### src/rtl/exc_intr_ctrl.sv
// MEM-stage exception/interrupt controller: synchronises hw interrupts, prioritises traps,
// issues a one-cycle registered flush/redirect and then masks events for a short shadow window.
module exc_intr_ctrl #(
  parameter int          N_HW_IRQ     = 6,
  parameter int          SYNC_STAGES  = 2,
  parameter int          FLUSH_SHADOW = 2,
  parameter logic [31:0] EXC_VECTOR   = 32'hBFC0_0380
) (
  input  logic                clk,
  input  logic                rst,
  input  logic                valid_m,
  input  logic                stall_m,
  input  logic                ri,
  input  logic                break_m,
  input  logic                syscall,
  input  logic                overflow,
  input  logic                addr_err_sw,
  input  logic                addr_err_lw,
  input  logic                pc_err,
  input  logic                eret_m,
  input  logic                is_bd_m,
  input  logic [N_HW_IRQ-1:0] hw_int,
  input  logic [31:0]         cp0_status,
  input  logic [31:0]         cp0_cause,
  input  logic [31:0]         cp0_epc,
  input  logic [31:0]         pc_m,
  input  logic [31:0]         alu_out_m,
  output logic [N_HW_IRQ-1:0] hw_ip,
  output logic [31:0]         except_type,
  output logic                pc_trap,
  output logic                flush_exception,
  output logic [31:0]         pc_exception,
  output logic [31:0]         badvaddr,
  output logic [31:0]         epc_out,
  output logic                bd_out,
  output logic                busy
);

  localparam logic [31:0] EXC_TYPE_NOEXC = 32'h0000_0000;
  localparam logic [31:0] EXC_TYPE_INT   = 32'h0000_0001;
  localparam logic [31:0] EXC_TYPE_ADEL  = 32'h0000_0004;
  localparam logic [31:0] EXC_TYPE_ADES  = 32'h0000_0005;
  localparam logic [31:0] EXC_TYPE_SYS   = 32'h0000_0008;
  localparam logic [31:0] EXC_TYPE_BP    = 32'h0000_0009;
  localparam logic [31:0] EXC_TYPE_RI    = 32'h0000_000a;
  localparam logic [31:0] EXC_TYPE_OV    = 32'h0000_000c;
  localparam logic [31:0] EXC_TYPE_ERET  = 32'h0000_000e;

  localparam logic [3:0] SHADOW_LOAD = 4'(FLUSH_SHADOW);

  typedef enum logic [1:0] {IDLE, TRAP, SHADOW} state_t;

  state_t                state_q, state_d;
  logic [3:0]            cnt_q, cnt_d;
  logic [N_HW_IRQ-1:0]   sync_q [SYNC_STAGES];
  logic [31:0]           except_type_q, pc_exception_q, badvaddr_q, epc_out_q;
  logic                  bd_out_q;
  logic [31:0]           type_d;
  logic [N_HW_IRQ+1:0]   ip_all;
  logic                  irq, any_flag, event_w, load;
  logic                  unused_bits;

  assign unused_bits = ^{cp0_status, cp0_cause};

  always_ff @(posedge clk or negedge rst) begin
    if (!rst) begin
      for (int i = 0; i < SYNC_STAGES; i++) sync_q[i] <= '0;
    end else begin
      sync_q[0] <= hw_int;
      for (int i = 1; i < SYNC_STAGES; i++) sync_q[i] <= sync_q[i-1];
    end
  end

  assign hw_ip = sync_q[SYNC_STAGES-1];

  // Hardware IP bits come from the local synchroniser, not from the (lagging) Cause copy.
  assign ip_all   = {hw_ip, cp0_cause[9:8]};
  assign irq      = cp0_status[0] & ~cp0_status[1] & (|(ip_all & cp0_status[8 +: N_HW_IRQ+2]));
  assign any_flag = ri | break_m | syscall | overflow | addr_err_sw | addr_err_lw | pc_err | eret_m;
  assign event_w  = valid_m & (irq | any_flag);

  always_comb begin
    type_d = EXC_TYPE_NOEXC;
    if (irq)                        type_d = EXC_TYPE_INT;
    else if (addr_err_lw || pc_err) type_d = EXC_TYPE_ADEL;
    else if (ri)                    type_d = EXC_TYPE_RI;
    else if (syscall)               type_d = EXC_TYPE_SYS;
    else if (break_m)               type_d = EXC_TYPE_BP;
    else if (addr_err_sw)           type_d = EXC_TYPE_ADES;
    else if (overflow)              type_d = EXC_TYPE_OV;
    else if (eret_m)                type_d = EXC_TYPE_ERET;
  end

  always_comb begin
    state_d = state_q;
    cnt_d   = cnt_q;
    load    = 1'b0;
    case (state_q)
      IDLE: begin
        if (event_w && !stall_m) begin
          state_d = TRAP;
          load    = 1'b1;
        end
      end
      TRAP: begin
        cnt_d   = SHADOW_LOAD;
        state_d = (FLUSH_SHADOW > 0) ? SHADOW : IDLE;
      end
      SHADOW: begin
        cnt_d = cnt_q - 4'd1;
        if (cnt_q <= 4'd1) begin
          state_d = IDLE;
          cnt_d   = 4'd0;
        end
      end
      default: state_d = IDLE;
    endcase
  end

  always_ff @(posedge clk or negedge rst) begin
    if (!rst) begin
      state_q <= IDLE;
      cnt_q   <= 4'd0;
    end else begin
      state_q <= state_d;
      cnt_q   <= cnt_d;
    end
  end

  always_ff @(posedge clk or negedge rst) begin
    if (!rst) begin
      except_type_q  <= EXC_TYPE_NOEXC;
      pc_exception_q <= 32'h0;
      badvaddr_q     <= 32'h0;
      epc_out_q      <= 32'h0;
      bd_out_q       <= 1'b0;
    end else if (load) begin
      except_type_q  <= type_d;
      pc_exception_q <= (type_d == EXC_TYPE_ERET) ? cp0_epc : EXC_VECTOR;
      badvaddr_q     <= pc_err ? pc_m : alu_out_m;
      epc_out_q      <= is_bd_m ? (pc_m - 32'd4) : pc_m;
      bd_out_q       <= is_bd_m;
    end
  end

  assign except_type     = except_type_q;
  assign pc_exception    = pc_exception_q;
  assign badvaddr        = badvaddr_q;
  assign epc_out         = epc_out_q;
  assign bd_out          = bd_out_q;
  assign pc_trap         = (state_q == TRAP);
  assign flush_exception = (state_q == TRAP);
  assign busy            = (state_q != IDLE);

endmodule

### config.mk
export PLATFORM = sky130hd
export DESIGN_NAME = exc_intr_ctrl
export DESIGN_NICKNAME = d
export VERILOG_FILES = /design/src/rtl/exc_intr_ctrl.sv
export SDC_FILE = /design/constraint.sdc
export NUM_CORES = 1
export LEC_CHECK = 0
export CELL_PAD_IN_SITES_DETAIL_PLACEMENT = 0
export CELL_PAD_IN_SITES_GLOBAL_PLACEMENT = 1
export CORE_MARGIN = 3
export CORE_UTILIZATION = 31
export CTS_BUF_LIST = sky130_fd_sc_hd__clkbuf_8
export DETAILED_ROUTE_END_ITERATION = 10
export GPL_TIMING_DRIVEN = 0
export PLACE_DENSITY_LB_ADDON = 0.1
export SYNTH_ARGS = -nofsm -noshare
export SYNTH_HDL_FRONTEND = slang
export SYNTH_SLANG_ARGS = --single-unit
### constraint.sdc
create_clock -name clk -period 3.55 [get_ports clk]
set_clock_uncertainty 0.1 [all_clocks]
set_input_delay 1.065 -clock clk [delete_from_list [all_inputs] [get_ports clk]]
set_output_delay 1.065 -clock clk [all_outputs]
set_load 0.02 [all_outputs]
==> impl_metrics.py, run 1 <==
metrics = {
    "setup_path": {
        "endpoint_kind": "flip-flop",
        "cp_data_arrival_time_ns": 3.53,
        "cp-start-kind": "input port",
        "path_cells": "clkdlybuf4s50_1 > or4_4 > nor4_4 > nand3_2 > or4_1 > a31oi_1",
        "critPathSlowestCell": "or4_4",
        "critical_path.max_fanout": 6,
        "crit_required_ns": 3.81,
        "path_class": "input port to flip-flop",
        "crit_buf_inv": 1,
        "cpPeakStageDelay_ns": 0.64,
        "crit_family": "simple AND/OR/NAND/NOR gates",
    },
    "synth": {
        "synth_top_cell_area_share_pct": 53.7,
        "syn_area_per_cell_um2": 10.4,
        "synth_warnings": 0,
        "ys.flop_type": "dfrtp_1",
        "synth_edf_count": 0,
        "ys_async_sr_fraction_pct": 100,
        "ys_types": 46,
        "syn_area_um2": 5550,
        "synth_commonest_cells": "dfrtp_1 (119), nand2_1 (84), o21ai_0 (69), buf_4 (35), mux2i_1 (33)",
        "yosysMostFrequentCell": "dfrtp_1",
        "synth_top_cell_by_area": "dfrtp_1",
        "seq_area_frac_synth_pct": 53.7,
        "synth_area_leaders": "dfrtp_1 (54%), o21ai_0 (6.2%), mux2i_1 (6.0%)",
        "synth-seq-cells": 119,
        "synthCells": 532,
    },
    "power": {
        "peakVddDrop_uv": 308,
        "power_leakage_nw": 3.76,
        "power_mw": 5.60,
        "power_density_nw_per_um2": 641,
    },
    "hold_path": {
        "hp-class": "flip-flop to flip-flop",
    },
    "die": {
        "fp.dieH_um": 140,
        "fp.dieArea_um2": 19500,
        "rows": 48,
        "start_util_pct": 31.9,
        "io_pins": 317,
        "die_w_um": 140,
        "coreArea_um2": 17400,
    },
    "routing": {
        "initialDrtViolationCount": 178,
        "wl_met2_mm": 8.10,
        "dr_wl_met3_mm": 1.51,
        "via_count": 4876,
        "remaining_drc_errors": 0,
        "met1_length_mm": 7.71,
        "ant_nets": 0,
        "viasPerCell": 4.64,
        "wl_mm": 17.6,
        "wl_per_cell_um": 16.8,
        "dr.pass1.iters": 5,
        "top_layer_used": "met4",
    },
    "clock_tree": {
        "ctsHoldBuffers": 0,
        "cts-htree-levels": 4,
        "clk_pin_slew_ns": 0.08,
        "cts_root_buffer": "clkbuf_8",
        "clkLatencyLatePin_ns": 0.43,
        "numCtsBuffers": 17,
        "clockBufferDepth": 2,
        "cts_tree": "built",
        "clkSinkCount": 119,
    },
    "grt": {
        "antenna_found_initial": 0,
        "grt_usage_pct": 18.0,
        "globalRoute.totalOverflow": 0,
        "first_global_vias": 5142,
        "grt_max_degree": 95,
        "grt_pass1_wl_mm": 27.9,
    },
    "cells_and_area": {
        "drive_above_1_share_pct": 10.4,
        "layout.nets": 998,
        "num-fill-cells": 1596,
        "n_antenna_cell": 0,
        "stdcell_count": 1051,
        "multi_input_area_um2": 2280,
        "syn_to_final_growth_pct": 57.5,
        "regArea_um2": 2980,
    },
    "timing": {
        "period_needed_ns": 3.27,
        "finalSetupViolCount": 0,
        "hold_violations": 0,
        "layout_setup_ws_ns": 0.282,
        "slew-limit-headroom_pct": 44.5,
        "slew_violations": 0,
        "clock.fmax_mhz": 306,
        "min_period_over_period_pct": 92.1,
        "rsz0062_at_grt": "false",
        "worstMarginPinSlew_ns": 0.825,
    },
    "placed_design": {
        "io_buffer_count": 234,
        "numPlacedInstances": 1019,
        "hpwl_mm": 13.6,
        "pre_cts_slack_ns": -0.747,
        "place_congestion": 0.773,
    },
    "job": {
        "cap_violations": 0,
    },
    "status": {
        "outcome": "finished clean",
    },
}
## final timing paths
path | startpoint | endpoint | slack, ns | depth (start not counted)
worst max-delay path | pc_m[10] | epc_out[29] | 0.28 | 6
min in group asynchronous | rst | pc_exception[3] | 0.38 | 1
max in group asynchronous | rst | epc_out[26] | 2.21 | 2
worst max register to register | state_q[0] | epc_out[7] | 0.95 | 9
worst min register to register | sync_q[6] | hw_ip[0] | 0.25 | 0
worst min-delay path | sync_q[6] | hw_ip[0] | 0.25 | 0
## stage by stage
stage	area [um2]	hold slack (ns)	setup TNS, ns	utilization, %
floorplan	5650	0.231	0	-
global placement	8270	0.232	-457.22	47.5
detailed placement	8300	0.236	-36.88	47.7
CTS	8720	0.253	0	50.1
global route	8740	0.256	0	50.2
finish	8740	0.250	0	50.2
## worst reg2reg max path: stages (launching register included)
cell and delay, ns:
dfrtp_1 0.41, inv_1 0.09, ha_1 0.20, inv_1 0.07, nor3_1 0.35, o21a_1 0.18
clkbuf_1 0.40, clkbuf_1 0.49, nor2_1 0.08, a31oi_1 0.15
## power breakdown
| group | total, mW | internal [mW] | switching (mW) |
|---|---|---|---|
| logic | 2.31 | 1.07 | 1.24 |
| registers | 2.00 | 1.77 | 0.232 |
| clock network | 1.29 | 0.695 | 0.596 |
| total | 5.60 | 3.53 | 2.07 |
## per-layer routing
metal / vias to the layer above / GRT usage, %
met1: 2302 / 23.4
met5: - / 0
met2: 196 / 28.2
li1: 2357 / -
met3: 21 / 6.32
met4: 0 / 6.02
## registers in the layout (all words and copies together), names as in the netlist
register      flops
badvaddr         32
epc_out          32
pc_exception     32
hw_ip             6
sync_q            6
cnt_q             4
except_type       4
state_q           2
bd_out            1
## layout make-up
| type | count | area share, % |
|---|---|---|
| inverters | 9 | 0.387 |
| clock inverters | 15 | 2.05 |
| clock buffers | 17 | 2.68 |
| plain buffers | 63 | 4.38 |
| well taps | 225 | 3.22 |
| flip-flops and latches | 119 | 34.1 |
| repair buffers | 235 | 27.1 |
| multi-input cells | 368 | 26.1 |
## cell families (layout without fill, tap and decap cells)
logic type                 after synthesis  in the layout  synth area share (%)
DFF                                    119            119                  53.7
AOI/OAI and AO/OA                      121            121                  13.8
adders and majority gates                6              6                  1.35
xor gates and xnor gates                27             27                  4.26
muxes                                   35             35                  6.36
and+or+nand+nor                        151            151                  13.1
buffers and inverters                   72            339                  7.40
other                                    1             28                0.0676
## repair_timing
item / 4_1_cts / 5_1_grt
endpoints found under the setup margin: 36 / 53
setup buffers: 0 / 0
resized for setup: 2 / 10
## placed cells by master (no fill, tap or decap), types with 8 or more instances in the layout
| cell type | instances |
|---|---|
| o22a_1 | 12 |
| a22o_1 | 20 |
| clkbuf_1 | 21 |
| dfrtp_1 | 119 |
| buf_4 | 35 |
| conb_1 | 28 |
| xnor2_1 | 8 |
| clkbuf_8 | 17 |
| o21ai_0 | 69 |
| xor2_1 | 19 |
| nor3_1 | 12 |
| mux2i_1 | 33 |
| nor2_1 | 16 |
| inv_1 | 9 |
| nand2_1 | 84 |
| clkdlybuf4s50_1 | 233 |
No activity file was read; power rests on OpenSTA's default activity.
==> run 2, diff against run 1 <==
--- a/config.mk
+++ b/config.mk
@@ -13,6 +13,7 @@
 export DETAILED_ROUTE_END_ITERATION = 10
 export GPL_TIMING_DRIVEN = 0
 export PLACE_DENSITY_LB_ADDON = 0.1
+export SKIP_CTS_REPAIR_TIMING = 1
 export SYNTH_ARGS = -nofsm -noshare
 export SYNTH_HDL_FRONTEND = slang
 export SYNTH_SLANG_ARGS = --single-unit
==> impl_metrics.py, run 2 (synthesis gave the netlist of run 1 again) <==
metrics = {
    "cells_and_area": {
        "drive_above_1_share_pct": 10.2,
        "layout.nets": 998,
        "final_cell_mix": "clkdlybuf4s50_1 (233), dfrtp_1 (119), nand2_1 (84)",
        "n_antenna_cell": 0,
        "syn_to_final_growth_pct": 57.5,
        "final_common_cell": "clkdlybuf4s50_1",
        "finalInstanceArea_um2": 8740,
    },
    "clock_tree": {
        "clkLatencyLatePin_ns": 0.43,
        "clkSinkCount": 119,
        "cts_root_buffer": "clkbuf_8",
        "cts-htree-levels": 4,
        "cts_tree": "built",
        "numCtsBuffers": 17,
        "clk_pin_slew_ns": 0.08,
        "clockBufferDepth": 2,
    },
    "setup_path": {
        "cp_data_arrival_time_ns": 3.53,
        "critical_path.max_fanout": 6,
        "cp-start-kind": "input port",
        "path_cells": "clkdlybuf4s50_1 > or4_4 > nor4_4 > nand3_2 > or4_1 > a31oi_1",
        "crit_required_ns": 3.81,
        "endpoint_kind": "flip-flop",
        "path_class": "input port to flip-flop",
        "critPathSlowestCell": "or4_4",
        "cpPeakStageDelay_ns": 0.64,
    },
    "hold_path": {
        "hp-class": "flip-flop to flip-flop",
    },
    "timing": {
        "finalSetupViolCount": 0,
        "slew-limit-headroom_pct": 44.5,
        "clock.fmax_mhz": 306,
        "slew_violations": 0,
        "worstMarginPinSlew_ns": 0.825,
        "layout_setup_ws_ns": 0.280,
        "period_needed_ns": 3.27,
        "hold_violations": 0,
        "tns_ns": 0,
        "min_period_over_period_pct": 92.1,
        "rsz0062_at_grt": "false",
    },
    "power": {
        "power_density_nw_per_um2": 641,
        "pwr-share-clk_pct": 23.0,
        "power_leakage_nw": 3.76,
        "p_int_mw": 3.53,
        "peakVddDrop_uv": 308,
        "seq_power_share_pct": 35.7,
        "power_mw": 5.60,
        "p_sw_mw": 2.07,
        "p_comb_share_pct": 41.3,
        "p_sw_share_pct": 36.9,
    },
    "routing": {
        "remaining_drc_errors": 0,
        "ant_nets": 0,
        "wl_per_cell_um": 16.8,
        "via_count": 4859,
        "viasPerCell": 4.62,
        "initialDrtViolationCount": 180,
        "dr.pass1.iters": 4,
        "wl_mm": 17.6,
    },
    "die": {
        "start_util_pct": 31.9,
        "rows": 48,
        "io_pins": 317,
        "coreArea_um2": 17400,
        "fp.dieH_um": 140,
        "die_w_um": 140,
        "fp.dieArea_um2": 19500,
    },
    "grt": {
        "antenna_found_initial": 0,
        "globalRoute.totalOverflow": 0,
        "first_global_vias": 5150,
        "grt_pass1_wl_mm": 27.9,
        "grt_usage_pct": 18.0,
        "grt_max_degree": 95,
    },
    "job": {
        "cap_violations": 0,
    },
    "placed_design": {
        "hpwl_mm": 13.6,
        "postPlaceCellArea_um2": 8300,
        "pre_cts_slack_ns": -0.747,
        "place_congestion": 0.773,
        "io_buffer_count": 234,
    },
    "status": {
        "outcome": "finished clean",
    },
}
==> run 2: worst paths after layout <==
| kind | start | slack (ns) | cells after the start | end |
|---|---|---|---|---|
| max in group asynchronous | rst | 2.21 | 2 | epc_out[26] |
| max | pc_m[10] | 0.28 | 6 | epc_out[29] |
| min reg2reg | sync_q[6] | 0.25 | 0 | hw_ip[0] |
| min | sync_q[6] | 0.25 | 0 | hw_ip[0] |
| min in group asynchronous | rst | 0.38 | 1 | pc_exception[3] |
| max reg2reg | state_q[0] | 0.95 | 9 | epc_out[7] |
==> run 2: layer usage <==
metal	track usage [%]	vias up	routed length, um
met5	0	-	0
met4	6.27	0	369
met3	6.32	23	1510
met2	28.0	198	8070
met1	23.4	2283	7700
li1	-	2355	-
==> run 2: stage by stage <==
stage | utilization (%) | hold WS (ns) | instances
after floorplan | - | 0.231 | 559
after global placement | 47.5 | 0.232 | 1018
after detailed placement | 47.7 | 0.236 | 1019
after CTS | 50.0 | 0.253 | 1051
after global routing | 50.2 | 0.256 | 1051
final | 50.2 | 0.250 | 1051
==> run 2: layout make-up <==
type	count	area, um2
Buffer	63	380
Clock buffer	17	234
Clock inverter	15	179
Fill cell	1598	8680
Inverter	9	33.8
Multi-Input combinational cell	368	2280
Sequential cell	119	2980
Tap cell	225	282
Timing Repair Buffer	235	2370
==> run 2: power by group through the flow <==
| stage | Combinational (mW) | Sequential [mW] | Clock (mW) |
|---|---|---|---|
| final | 2.31 | 2.00 | 1.29 |
| after global routing | 2.50 | 2.06 | 1.41 |
| after CTS | 2.34 | 2.00 | 1.34 |
| after detailed placement | 2.33 | 2.02 | 0 |
| after global placement | 2.31 | 2.01 | 0 |
| after floorplan | 0.628 | 2.47 | 0 |
==> run 2: worst max-delay path, delay by kind of cell <==
family	cells	cell delay, ns
buf+inv	1	0.52
compound gates	1	0.16
simple gates	4	1.78
